[src/rtl/fairy_mem_stage_pkg.sv]
// Shared MIPS-I constants for the fairy MEM stage: load/store opcodes, exception
// codes, FSM encodings and the WB-facing output record.
package fairy_mem_stage_pkg;
  localparam logic [5:0] OP_LB  = 6'h20;
  localparam logic [5:0] OP_LH  = 6'h21;
  localparam logic [5:0] OP_LW  = 6'h23;
  localparam logic [5:0] OP_LBU = 6'h24;
  localparam logic [5:0] OP_LHU = 6'h25;
  localparam logic [5:0] OP_SB  = 6'h28;
  localparam logic [5:0] OP_SH  = 6'h29;
  localparam logic [5:0] OP_SW  = 6'h2B;

  localparam logic [4:0] EXC_ADEL = 5'd4;
  localparam logic [4:0] EXC_ADES = 5'd5;
  localparam logic [4:0] EXC_OV   = 5'd12;

  localparam logic S_IDLE = 1'b0;
  localparam logic S_WAIT = 1'b1;

  typedef enum logic [2:0] {LD_B, LD_BU, LD_H, LD_HU, LD_W} ld_type_e;

  typedef struct packed {
    logic [31:0] data;
    logic [31:0] inst;
    logic [31:0] pc;
    logic        exc;
    logic [4:0]  code;
    logic [31:0] badvaddr;
  } wb_out_t;
endpackage

[src/rtl/fairy_load_align.sv]
// Picks the addressed byte/half out of the RAM word and sign/zero-extends it.
module fairy_load_align
  import fairy_mem_stage_pkg::*;
(
  input  logic [31:0] rdata_i,
  input  logic [1:0]  addr_i,
  input  ld_type_e    ltype_i,
  output logic [31:0] data_o
);
  logic [7:0]  byte_sel;
  logic [15:0] half_sel;

  always_comb begin
    case (addr_i)
      2'd0:    byte_sel = rdata_i[7:0];
      2'd1:    byte_sel = rdata_i[15:8];
      2'd2:    byte_sel = rdata_i[23:16];
      default: byte_sel = rdata_i[31:24];
    endcase
    half_sel = addr_i[1] ? rdata_i[31:16] : rdata_i[15:0];
    case (ltype_i)
      LD_B:    data_o = {{24{byte_sel[7]}}, byte_sel};
      LD_BU:   data_o = {24'd0, byte_sel};
      LD_H:    data_o = {{16{half_sel[15]}}, half_sel};
      LD_HU:   data_o = {16'd0, half_sel};
      default: data_o = rdata_i;
    endcase
  end
endmodule

[src/rtl/fairy_mem_stage.sv]
// fairy MEM stage: decodes loads/stores, drives the data RAM through a two-state
// request FSM, raises AdEL/AdES/Ov and registers the result towards WB.
module fairy_mem_stage
  import fairy_mem_stage_pkg::*;
(
  input  logic        clk,
  input  logic        reset_n,
  input  logic [31:0] data_i,
  input  logic [31:0] op1_i,
  input  logic [31:0] inst_i,
  input  logic [31:0] pc_i,
  input  logic        overflow_i,
  input  logic        exception_i,
  output logic        data_req_o,
  output logic        data_wr_o,
  output logic [31:0] data_addr_o,
  output logic [3:0]  data_be_o,
  output logic [31:0] data_wdata_o,
  input  logic        data_ack_i,
  input  logic [31:0] data_rdata_i,
  output logic        stall_o,
  output logic [31:0] data_o,
  output logic [31:0] inst_o,
  output logic [31:0] pc_o,
  output logic        exc_o,
  output logic [4:0]  exc_code_o,
  output logic [31:0] badvaddr_o
);
  logic        state_q, state_d;
  logic        discard_q, discard_d;
  wb_out_t     out_q, out_d, res;
  logic        is_load, is_store, misal, mem_ok, req, stall;
  ld_type_e    ltype;
  logic [31:0] ld_data;

  always_comb begin
    is_load      = 1'b0;
    is_store     = 1'b0;
    misal        = 1'b0;
    ltype        = LD_W;
    data_be_o    = 4'b0000;
    data_wdata_o = op1_i;
    case (inst_i[31:26])
      OP_LB:  begin is_load = 1'b1; ltype = LD_B; end
      OP_LBU: begin is_load = 1'b1; ltype = LD_BU; end
      OP_LH:  begin is_load = 1'b1; ltype = LD_H;  misal = data_i[0]; end
      OP_LHU: begin is_load = 1'b1; ltype = LD_HU; misal = data_i[0]; end
      OP_LW:  begin is_load = 1'b1; ltype = LD_W;  misal = |data_i[1:0]; end
      OP_SB: begin
        is_store     = 1'b1;
        data_be_o    = 4'b0001 << data_i[1:0];
        data_wdata_o = {4{op1_i[7:0]}};
      end
      OP_SH: begin
        is_store     = 1'b1;
        misal        = data_i[0];
        data_be_o    = data_i[1] ? 4'b1100 : 4'b0011;
        data_wdata_o = {2{op1_i[15:0]}};
      end
      OP_SW: begin
        is_store  = 1'b1;
        misal     = |data_i[1:0];
        data_be_o = 4'b1111;
      end
      default: ;
    endcase
  end

  assign mem_ok      = (is_load | is_store) & ~misal & ~overflow_i;
  assign data_wr_o   = is_store;
  assign data_addr_o = {data_i[31:2], 2'b00};

  fairy_load_align u_align (
    .rdata_i (data_rdata_i),
    .addr_i  (data_i[1:0]),
    .ltype_i (ltype),
    .data_o  (ld_data)
  );

  // Faulting instructions are killed (inst=0) so WB never commits them.
  always_comb begin
    res.inst     = inst_i;
    res.pc       = pc_i;
    res.data     = is_store ? 32'd0 : (is_load ? ld_data : data_i);
    res.exc      = 1'b0;
    res.code     = 5'd0;
    res.badvaddr = 32'd0;
    if (overflow_i) begin
      res.exc  = 1'b1;
      res.code = EXC_OV;
      res.inst = 32'd0;
      res.data = 32'd0;
    end else if ((is_load | is_store) & misal) begin
      res.exc      = 1'b1;
      res.code     = is_load ? EXC_ADEL : EXC_ADES;
      res.badvaddr = data_i;
      res.inst     = 32'd0;
      res.data     = 32'd0;
    end
  end

  // A flush during WAIT cannot cancel the bus cycle; remember it and drop the ack'd result.
  always_comb begin
    state_d   = state_q;
    discard_d = discard_q;
    req       = 1'b0;
    stall     = 1'b0;
    out_d     = '0;
    case (state_q)
      S_IDLE: begin
        if (!exception_i) begin
          if (mem_ok) begin
            req = 1'b1;
            if (data_ack_i) out_d = res;
            else begin
              stall   = 1'b1;
              state_d = S_WAIT;
            end
          end else begin
            out_d = res;
          end
        end
      end
      default: begin
        req = 1'b1;
        if (data_ack_i) begin
          state_d   = S_IDLE;
          discard_d = 1'b0;
          out_d     = (discard_q | exception_i) ? '0 : res;
        end else begin
          stall = 1'b1;
          if (exception_i) discard_d = 1'b1;
        end
      end
    endcase
  end

  assign data_req_o = req & reset_n;
  assign stall_o    = stall & reset_n;

  always_ff @(posedge clk) begin
    if (!reset_n) begin
      state_q   <= S_IDLE;
      discard_q <= 1'b0;
      out_q     <= '0;
    end else begin
      state_q   <= state_d;
      discard_q <= discard_d;
      out_q     <= out_d;
    end
  end

  assign data_o     = out_q.data;
  assign inst_o     = out_q.inst;
  assign pc_o       = out_q.pc;
  assign exc_o      = out_q.exc;
  assign exc_code_o = out_q.code;
  assign badvaddr_o = out_q.badvaddr;
endmodule
[config.mk]
export PLATFORM = sky130hd
export DESIGN_NAME = fairy_mem_stage
export DESIGN_NICKNAME = d
export VERILOG_FILES = /design/src/rtl/fairy_mem_stage_pkg.sv /design/src/rtl/fairy_load_align.sv /design/src/rtl/fairy_mem_stage.sv
export SDC_FILE = /design/constraint.sdc
export NUM_CORES = 1
export LEC_CHECK = 0
export ABC_AREA = 1
export BUFFER_PORTS_ARGS = -buffer_cell sky130_fd_sc_hd__buf_2
export CAP_MARGIN = 20
export CORE_AREA = 2 2 143 145
export DETAILED_ROUTE_END_ITERATION = 8
export DIE_AREA = 0 0 145 147
export SETUP_SLACK_MARGIN = 0.5
export SLEW_MARGIN = 20
export SYNTH_ARGS = -nofsm -noshare
export SYNTH_HDL_FRONTEND = slang
export SYNTH_SLANG_ARGS = --single-unit
[constraint.sdc]
create_clock -name clk -period 3.4 [get_ports clk]
set_clock_uncertainty 0.05 [all_clocks]
set_input_delay 0.68 -clock clk [delete_from_list [all_inputs] [get_ports clk]]
set_output_delay 0.68 -clock clk [all_outputs]
set_load 0.005 [all_outputs]
==> metrics.md, run 1 <==
| Metric | Value |
|---|---|
| DIE WIDTH | `145 um` |
| Tot GR Track Use | `0.200` |
| #FFs+latches synth | `133` |
| Max incr delay on CP | `0.17 ns` |
| Routed wire per std cell | `15.4 um` |
| DRT Pass-1 Iters | `5` |
| WP data arrival | `2.03 ns` |
| DRT antenna net count | `0` |
| Startpoint types | `input port` |
| Hold_buf cts | `0` |
| PwrDens | `469 nW/um^2` |
| CTS root buffer | `clkbuf_16` |
| Iter 0 DRT Violations | `390` |
| Cells after Synth | `827` |
| Post-synth top cells | `170 x nand2_1, 158 x nor2_1, 133 x dfxtp_1` |
| Critical path buffers and inverters | `3` |
| Max IR drop VDD | `0.314 mV` |
| Relative slew slack | `0.474` |
| Final period util | `0.811` |
| Number of global-route vias before repair | `5889` |
| Area added between synthesis and finish | `41.1%` |
| Placed cells | `1395` |
| Initial Utilization | `0.294` |
| Total gr overflow | `0` |
| Worst min-delay path category | `in -> reg` |
| Count of cell types in the netlist | `31` |
| Top post-synthesis cells by area | `dfxtp_1 46%, nand2_1 11%, nor2_1 10%` |
| Hold Fails Final Rpt | `0` |
| WS Path Type | `in -> out` |
| Leakage | `4.57 nW` |
| Core Area | `19800 sq um` |
| # IOs | `370` |
| FMAX | `363 MHz` |
| DIE AREA | `21300 sq um` |
| Clock Path Buffers | `2` |
| WP data required | `2.67 ns` |
| Initial antenna violation count | `1` |
| Clk_lat worst skew | `0.41 ns` |
| Final instance area | `8220 sq um` |
| Final Setup Violations | `0` |
| Slew Viols, Final | `0` |
| Clock sinks | `133` |
| Share of cells above drive strength 1 | `0.384` |
| Register area share after synthesis | `0.457` |
| Post-route DRC violation count | `0` |
| Post-synth EDFFs | `0` |
| Placed inst area | `7610 sq um` |
| Area leader, netlist | `dfxtp_1` |
| Syn Area/Cell | `7.04 sq um` |
| Global-route wire length before repair | `33.2 mm` |
| Yosys warns | `0` |
| Largest net degree at the start of global routing | `42` |
| Status | `completed` |
| Vias | `6338` |
| CP max FO | `13` |
| Worst-path cell chain | `buf_4 -> inv_4 -> nor2_2 -> nand3_4 -> nand2_1 -> a21oi_2 -> nand3b_1 -> nand2_1 -> nand2_1 -> nor2_1 -> buf_2` |
| Least-Margin Pin Slew | `0.786 ns` |
| Final #Nets | `1309` |
| CTS clk-pin slew, worst paths | `0.06 ns` |
| Die Ht | `147 um` |
| Fillers | `2070` |
| Port buffer count | `365` |
| Top-area cell type share of the netlist area | `0.457` |
| Mapped cell area | `5820 sq um` |
| # H-tree levels | `4` |
| Final Wtd Congestion | `0.820` |
| Cell family with most CP delay | `simple AND/OR/NAND/NOR gates` |
| Dpl hpwl | `16.9 mm` |
| CTS Buf Count | `17` |
| CTS tree | `done` |
| Vias per cell | `4.44` |
| Postcts setup bufs | `0` |
| Maxcap violations | `0` |
| RSZ-0062 raised after global routing | `false` |
| Most used cell, CP | `nand2_1` |
| Site Rows | `52` |
| Dominant cell by count in the synthesized netlist | `nand2_1` |
| Setup TNS | `0 ns` |
| Wirelength, routed | `21.9 mm` |
| Most used DFF post-synth | `dfxtp_1` |
| Async set-reset flop share out of synthesis | `0` |
| Finished Layout Cells | `1428` |
| Setup crit end kind | `output pin` |
| Post-route minimum period | `2.76 ns` |
| Slowest CP cell | `buf_4` |
[registers in the layout (all words and copies together) (netlist names)]
signal / flops
discard_q: 1
badvaddr_o: 32
data_o: 32
inst_o: 32
pc_o: 32
exc_code_o: 3
state_q: 1
[cell usage in the layout, fill, tap and decap left out, types with 4 or more instances in the layout]
cell type | netlist | final
nor2_1 | 158 | 155
buf_2 | 15 | 364
buf_4 | 44 | 16
nand3_1 | 45 | 45
clkinv_4 | 0 | 4
nor3_1 | 7 | 7
inv_1 | 75 | 75
o211ai_1 | 9 | 9
or2_2 | 8 | 8
clkbuf_16 | 0 | 17
inv_8 | 0 | 4
nor2_2 | 3 | 4
nand3_2 | 5 | 4
dfxtp_1 | 133 | 133
inv_2 | 7 | 6
o22ai_1 | 8 | 8
a21oi_1 | 44 | 44
nand4_1 | 9 | 9
o21ai_0 | 45 | 45
conb_1 | 1 | 4
nand2_1 | 170 | 170
[per-stage QoR]
step	hold slack, ns	worst slack (ns)	total power [W]	util
detailed placement	0.452	0.418	0.00212	0.383
floorplan	0.432	0.814	0.00190	-
CTS	0.405	0.516	0.00392	0.413
global route	0.412	0.501	0.00405	0.414
global placement	0.444	0.473	0.00212	0.383
finish	0.427	0.644	0.00386	0.414
[final timing paths]
path,from,end,slack [ns],depth (start not counted)
max,inst_i[26],stall_o,0.64,11
min,pc_i[12],pc_o[12],0.43,3
max reg2reg,state_q,inst_o[11],1.79,7
min reg2reg,discard_q,discard_q,0.46,2
[cells by family (layout without fill, tap and decap cells)]
group | Yosys count | after routing | synth area share
AND/OR/NAND/NOR | 409 | 409 | 0.293
other | 1 | 5 | 0.000644
flip-flops | 133 | 133 | 0.457
buffers and inverters | 170 | 497 | 0.144
AO/OA/AOI/OAI | 114 | 114 | 0.106
[routing by layer]
| metal | global-route usage | up-vias | routed length (um) | share of wire |
|---|---|---|---|---|
| li1 | - | 3185 | - | - |
| met1 | 0.243 | 2833 | 9260 | 0.42 |
| met2 | 0.347 | 291 | 10600 | 0.48 |
| met3 | 0.0500 | 29 | 1620 | 0.074 |
| met4 | 0.0649 | 0 | 427 | 0.019 |
| met5 | 0 | - | 0 | 0 |
[worst reg2reg max path: stages, from the launching register on]
cell     delay [ns]
dfxtp_1        0.42
nand2_1        0.07
inv_1          0.07
nand2_1        0.08
o21ai_4        0.10
buf_4          0.42
nand3_1        0.15
nor2_1         0.17
[timing repair]
| action | 4_1_cts | 5_1_grt |
|---|---|---|
| gates cloned | 0 | 0 |
| setup endpoints to repair | 8 | 21 |
| pin swaps | 0 | 1 |
| gates resized for setup | 4 | 6 |
| hold endpoints to repair | 0 | 0 |
[where the power goes]
part           internal (W)  switching, W
logic              0.000202      0.000275
clock network      0.000968      0.000801
registers           0.00160     0.0000109
total               0.00277       0.00109
[final cells by class]
cell class,count,area [sq um],share of cell area
Clock buffer,17,425,0.0518
Tap cell,270,338,0.0411
Sequential cell,133,2660,0.324
Multi-Input combinational cell,527,2370,0.289
Timing Repair Buffer,381,1950,0.238
Inverter,84,319,0.0388
Clock inverter,15,143,0.0174
Antenna cell,1,2.50,0.000305
Note: power is estimated with default switching activity, not from simulation.
==> run 2, diff against run 1 <==
- CORE_AREA: 2 2 143 145 -> 2 2 145 147
- DIE_AREA: 0 0 145 147 -> 0 0 147 149
- clock period: 3.4 -> 2.4 ns (I/O delays scaled with it)
==> run 2 against run 1 <==
Net effect: core utilization grew 2.1 points; via count grew 4.1%; worst setup slack lost 0.39 ns; clock power grew 62%; combinational power grew 59%; global-route usage shrank 0.071 points; wire length grew 3.9%; non-clock buffer count grew 33; sequential cell count is the same; cell count grew 2.8%; register-to-register slack lost 1.1 ns; design area grew 8.9%; largest cell class unchanged.
==> metrics.md, run 2 (synthesis gave the netlist of run 1 again) <==
| Metric | Value |
|---|---|
| Status | `completed (unchanged)` |
| RR Startpoint | `state_q (unchanged)` |
| Placed inst area | `7810 sq um (was 7610 sq um)` |
| Routed wire per std cell | `15.5 um (was 15.4 um)` |
| Max incr delay on CP | `0.14 ns (was 0.17 ns)` |
| Initial Utilization | `0.283 (was 0.294)` |
| DRT Pass-1 Iters | `5 (unchanged)` |
| PwrDens | `661 nW/um^2 (was 469 nW/um^2)` |
| Finished Layout Cells | `1468 (was 1428)` |
| CTS tree | `done (unchanged)` |
| Worst min-delay path category | `in -> reg (unchanged)` |
| Setup crit end kind | `output pin (unchanged)` |
| Maxcap violations | `0 (unchanged)` |
| Vias | `6595 (was 6338)` |
| Global-route wire length before repair | `34.1 mm (was 33.2 mm)` |
| FMAX | `465 MHz` |
| Site Rows | `53 (was 52)` |
| DIE WIDTH | `147 um (was 145 um)` |
| # H-tree levels | `4 (unchanged)` |
| Final period util | `0.895` |
| Clk pwr share | `0.486 (was 0.459)` |
| Startpoint types | `input port (unchanged)` |
| Final Wtd Congestion | `0.828 (was 0.820)` |
| Sw Ratio | `0.260 (was 0.282)` |
| Total gr overflow | `0 (unchanged)` |
| Post-route minimum period | `2.15 ns` |
| Diode count | `0 (was 1)` |
| Port buffer count | `365 (unchanged)` |
| Most frequent cells in the layout | `357 x buf_2, 155 x nor2_1, 154 x nand2_1, 133 x dfxtp_1, 69 x inv_1 (was 364 x buf_2, 170 x nand2_1, 155 x nor2_1, 133 x dfxtp_1, 75 x inv_1)` |
| Sequential share of power | `0.386 (was 0.418)` |
| Share of cells above drive strength 1 | `0.436 (was 0.384)` |
| Hold Path Origin | `pc_i[1] (was pc_i[12])` |
| Fillers | `2126 (was 2070)` |
| WS Path Type | `in -> out (unchanged)` |
| Hold Fails Final Rpt | `0 (unchanged)` |
| Leakage | `4.90 nW (was 4.57 nW)` |
| Slowest CP cell | `nor2_4 (was buf_4)` |
| Final #Nets | `1345 (was 1309)` |
| Wirelength, routed | `22.8 mm (was 21.9 mm)` |
| Placed cells | `1415 (was 1395)` |
| Net Sw Power | `0.00154 W (was 0.00109 W)` |
| Hold_ws | `0.230 ns (was 0.427 ns)` |
| Iter 0 DRT Violations | `372 (was 390)` |
| Cell family with most CP delay | `buffers and inverters (was simple AND/OR/NAND/NOR gates)` |
| Most common cell after layout, fill and taps aside | `buf_2 (unchanged)` |
| Number of global-route vias before repair | `6215 (was 5889)` |
| CTS clk-pin slew, worst paths | `0.07 ns (was 0.06 ns)` |
| Core Area | `20600 sq um (was 19800 sq um)` |
| Slew Viols, Final | `0 (unchanged)` |
| CP max FO | `6 (was 13)` |
| RSZ-0062 raised after global routing | `true (was false)` |
| Internal power | `0.00437 W (was 0.00277 W)` |
| Clk_lat worst skew | `0.41 ns (about the same)` |
| Clock Path Buffers | `2 (unchanged)` |
| Final Setup Violations | `0 (unchanged)` |
| Post-route DRC violation count | `0 (unchanged)` |
| Setup TNS | `0 ns (unchanged)` |
| Dpl hpwl | `17.1 mm (was 16.9 mm)` |
| DRT antenna net count | `0 (unchanged)` |
| CTS Buf Count | `17 (unchanged)` |
| Max IR drop VDD | `0.425 mV (was 0.314 mV)` |
| Critical path launch point | `inst_i[30] (was inst_i[26])` |
| Vias per cell | `4.49 (was 4.44)` |
| Post-layout util | `0.435 (was 0.414)` |
| WP data arrival | `1.62 ns (was 2.03 ns)` |
| Worst-path cell chain | `buf_8 -> nor2_4 -> nand2_2 -> nor2_4 -> buf_12 -> buf_12 -> nand2_4 -> o22ai_2 -> inv_1 -> o21ai_1 -> buf_2 (was buf_4 -> inv_4 -> nor2_2 -> nand3_4 -> nand2_1 -> a21oi_2 -> nand3b_1 -> nand2_1 -> nand2_1 -> nor2_1 -> buf_2)` |
| DIE AREA | `21900 sq um (was 21300 sq um)` |
| Clock sinks | `133 (unchanged)` |
| Initial antenna violation count | `1 (unchanged)` |
| Die Ht | `149 um (was 147 um)` |
| CTS root buffer | `clkbuf_16 (unchanged)` |
| # IOs | `370 (unchanged)` |
| Critical path buffers and inverters | `5 (was 3)` |
| Hold_buf cts | `0 (unchanged)` |
| Largest net degree at the start of global routing | `48 (was 42)` |
| Final instance area | `8940 sq um (was 8220 sq um)` |
| Area added between synthesis and finish | `53.6% (was 41.1%)` |
| Tot GR Track Use | `0.199 (was 0.200)` |
| Comb power frac | `0.128 (was 0.124)` |
| WP data required | `1.87 ns (was 2.67 ns)` |
[run 2: cell types whose count changed in the layout (fill, tap and decap cells not counted), moves of 6 or more]
cell | previous run | this run
buf_4 | 16 | 37
nand2_1 | 170 | 154
o21ai_0 | 45 | 35
buf_6 | 1 | 10
nand2_2 | 0 | 9
o22ai_1 | 8 | 0
o22ai_2 | 0 | 8
buf_12 | 0 | 7
buf_2 | 364 | 357
nand2_4 | 0 | 7
inv_1 | 75 | 69
o21ai_1 | 1 | 7
[run 2: worst min-delay path: cells and delay by family]
family                 cells  cell delay, ns
buffers and inverters      1            0.10
AND/OR/NAND/NOR            2            0.07
[run 2: metal layers]
layer,GRT usage,share of wire,up-vias
li1,-,-,3264
met1,0.241,0.42,3016
met2,0.346,0.49,288
met3,0.0572,0.074,25
met4,0.0577,0.020,2
met5,0,0.00057,-
[run 2: final timing paths]
check,depth (start not counted),slack (ns),endpoint
hold / removal,3,0.23,pc_o[1]
setup reg to reg,8,0.72,inst_o[8]
hold reg to reg,2,0.47,discard_q
setup / recovery,11,0.25,data_wdata_o[10]
[run 2: cell type report]
class / instances / area (sq um) / share of cell area
timing repair buffer: 414 / 2360 / 0.264
multi-input combinational: 527 / 2570 / 0.288
sequential: 133 / 2660 / 0.298
inverter: 84 / 338 / 0.0378
clock inverter: 15 / 215 / 0.0241
clock buffer: 17 / 425 / 0.0476
tap: 275 / 344 / 0.0385
timing repair inverter: 3 / 23.8 / 0.00266
[run 2: power by group through the flow]
stage | logic, W | clock network, W | registers [W]
after global placement | 0.000706 | 0 | 0.00233
after floorplan | 0.000351 | 0 | 0.00234
after detailed placement | 0.000707 | 0 | 0.00233
final | 0.000759 | 0.00287 | 0.00228
after CTS | 0.000740 | 0.00294 | 0.00228
after global routing | 0.000841 | 0.00304 | 0.00228
[run 2: per-stage QoR]
step,worst slack [ns],power [W]
floorplan,0.510,0.00269
global placement,0.150,0.00304
detailed placement,0.149,0.00304
CTS,0.273,0.00597
global route,0.166,0.00616
finish,0.251,0.00591
[run 2: what timing repair did]
item,CTS,global route
cloned,2,1
buffers inserted,12,6
endpoints found under the hold margin,0,0
setup endpoints to repair,30,34
pin swaps,15,8
resized for setup,47,41
==> run 3, diff against run 2 <==
- PLACE_DENSITY: not set -> 0.65
==> run 3 against run 2 <==
Net effect: design area is 1.8% higher; clock-buffer cell count unchanged; largest power group unchanged; hold slack got worse by 0.013 ns; highest routed layer unchanged; sequential power hardly changed; critical path type unchanged; critical endpoint is now data_wdata_o[12].
==> metrics.md, run 3 (synthesis gave the netlist of run 1 again) <==
| Metric | Value |
|---|---|
| Reg2reg path depth | `9 (was 8)` |
| Final Wtd Congestion | `0.853 (was 0.828)` |
| CTS clk-pin slew, worst paths | `0.06 ns (was 0.07 ns)` |
| Vias per cell | `4.55 (was 4.49)` |
| Worst min-delay path category | `in -> reg (unchanged)` |
| Grt peak-use layer | `met2 (unchanged)` |
| Most common cell after layout, fill and taps aside | `buf_2 (unchanged)` |
| Post-route DRC violation count | `0 (unchanged)` |
| Total gr overflow | `0 (unchanged)` |
| Finished Layout Cells | `1487 (was 1468)` |
| Startpoint types | `input port (unchanged)` |
| Final Setup Violations | `0 (unchanged)` |
| CTS root buffer | `clkbuf_16 (unchanged)` |
| Status | `completed (unchanged)` |
| Global-route wire length before repair | `34.7 mm (was 34.1 mm)` |
| WP data arrival | `1.67 ns (was 1.62 ns)` |
| Crit path to | `data_wdata_o[12] (was data_wdata_o[10])` |
| Maxcap violations | `0 (unchanged)` |
| Initial antenna violation count | `2 (was 1)` |
| FF-to-FF setup slack | `0.81 ns (was 0.72 ns)` |
| Final period util | `0.916 (was 0.895)` |
| Area added between synthesis and finish | `56.4% (was 53.6%)` |
| Hold_ws | `0.218 ns (was 0.230 ns)` |
| Share of cells above drive strength 1 | `0.459 (was 0.436)` |
| Dpl hpwl | `17.2 mm (was 17.1 mm)` |
| Clock sinks | `133 (unchanged)` |
| Wirelength, routed | `23.7 mm (was 22.8 mm)` |
| WS Path Type | `in -> out (unchanged)` |
| DIE WIDTH | `147 um (unchanged)` |
| Most frequent cells in the layout | `357 x buf_2, 153 x nor2_1, 140 x nand2_1, 133 x dfxtp_1, 69 x inv_1 (was 357 x buf_2, 155 x nor2_1, 154 x nand2_1, 133 x dfxtp_1, 69 x inv_1)` |
| Number of global-route vias before repair | `6317 (was 6215)` |
| PwrDens | `617 nW/um^2 (was 661 nW/um^2)` |
| Die Ht | `149 um (unchanged)` |
| DIE AREA | `21900 sq um (unchanged)` |
| Slew Viols, Final | `0 (unchanged)` |
| # IOs | `370 (unchanged)` |
| RR Startpoint | `state_q (unchanged)` |
| CTS Buf Count | `17 (unchanged)` |
| Clock Path Buffers | `2 (unchanged)` |
| Critical path launch point | `inst_i[30] (unchanged)` |
| Tot GR Track Use | `0.206 (was 0.199)` |
| Vias | `6761 (was 6595)` |
| Hold Fails Final Rpt | `0 (unchanged)` |
| Grt met2 use | `0.367 (was 0.346)` |
| # H-tree levels | `4 (unchanged)` |
| Setup TNS | `0 ns (unchanged)` |
| Setup crit end kind | `output pin (unchanged)` |
| Met3 Track Usage GR | `0.0547 (was 0.0572)` |
| Initial Utilization | `0.283 (unchanged)` |
| Routed wire per std cell | `16.0 um (was 15.5 um)` |
| Final #Nets | `1363 (was 1345)` |
| DRT antenna net count | `0 (unchanged)` |
| Port buffer count | `365 (unchanged)` |
| Site Rows | `53 (unchanged)` |
| Placed cells | `1416 (was 1415)` |
| Global Route met1 Usage | `0.238 (was 0.241)` |
| FMAX | `455 MHz (was 465 MHz)` |
| Leakage | `4.97 nW (was 4.90 nW)` |
| RSZ-0062 raised after global routing | `true (unchanged)` |
| WP data required | `1.87 ns (about the same)` |
| Largest net degree at the start of global routing | `43 (was 48)` |
| Core Area | `20600 sq um (unchanged)` |
| CTS tree | `done (unchanged)` |
| DRT Pass-1 Iters | `5 (unchanged)` |
| Max IR drop VDD | `0.442 mV (was 0.425 mV)` |
| CP max FO | `5 (was 6)` |
| Hold_buf cts | `0 (unchanged)` |
| R2r endpoint | `badvaddr_o[11] (was inst_o[8])` |
| Iter 0 DRT Violations | `359 (was 372)` |
| Clk_lat worst skew | `0.43 ns (was 0.41 ns)` |
| Post-route minimum period | `2.20 ns (was 2.15 ns)` |
[run 3: cell type report]
type,count,area (sq um)
inverter,84,338
sequential,133,2660
clock buffer,17,425
timing repair inverter,3,48.8
clock inverter,15,141
fill,2086,11400
antenna,1,2.50
multi-input combinational,527,2650
tap,275,344
timing repair buffer,432,2500
[run 3: critical path, cell delays in order]
cell     delay (ns)
buf_6          0.10
nor2_4         0.15
nand2_2        0.10
nor2_4         0.16
buf_6          0.12
buf_8          0.12
nand2_4        0.05
o22ai_2        0.10
inv_2          0.06
o21ai_1        0.08
buf_2          0.14
[run 3: metrics by stage]
stage / area, sq um / worst slack [ns] / total power (W) / utilization
finish: 9110 / 0.201 / 0.00562 / 0.443
global route: 9110 / 0.134 / 0.00585 / 0.443
CTS: 8890 / 0.258 / 0.00564 / 0.432
detailed placement: 7830 / 0.122 / 0.00304 / 0.381
global placement: 7830 / 0.158 / 0.00304 / 0.381
floorplan: 5870 / 0.510 / 0.00269 / -
[run 3: what timing repair did]
action | CTS | global route
setup buffers | 30 | 5
setup endpoints to repair | 30 | 32
cloned | 3 | 0
pin swaps | 12 | 16
resized for setup | 70 | 44
[run 3: how the worst min path moves through the flow]
stage | cells after the start | endpoint | startpoint
after floorplan | 2 | discard_q | discard_q
after detailed placement | 2 | discard_q | discard_q
after global placement | 2 | discard_q | discard_q
after global routing | 3 | pc_o[24] | pc_i[24]
after CTS | 3 | pc_o[16] | pc_i[16]
final | 3 | pc_o[16] | pc_i[16]
[run 3: metal layers]
metal | vias to the layer above | share of wire | wire [um]
met5 | - | 0.00055 | 13
met4 | 2 | 0.024 | 558
met3 | 43 | 0.075 | 1790
met2 | 338 | 0.50 | 11900
met1 | 3078 | 0.40 | 9440
li1 | 3300 | - | -
[run 3: power by group]
part / internal [W] / switching (W) / leakage [nW]
combinational: 0.000359 / 0.000440 / 3.62
sequential: 0.00226 / 0.0000146 / 1.08
clock: 0.00137 / 0.00117 / 0.272
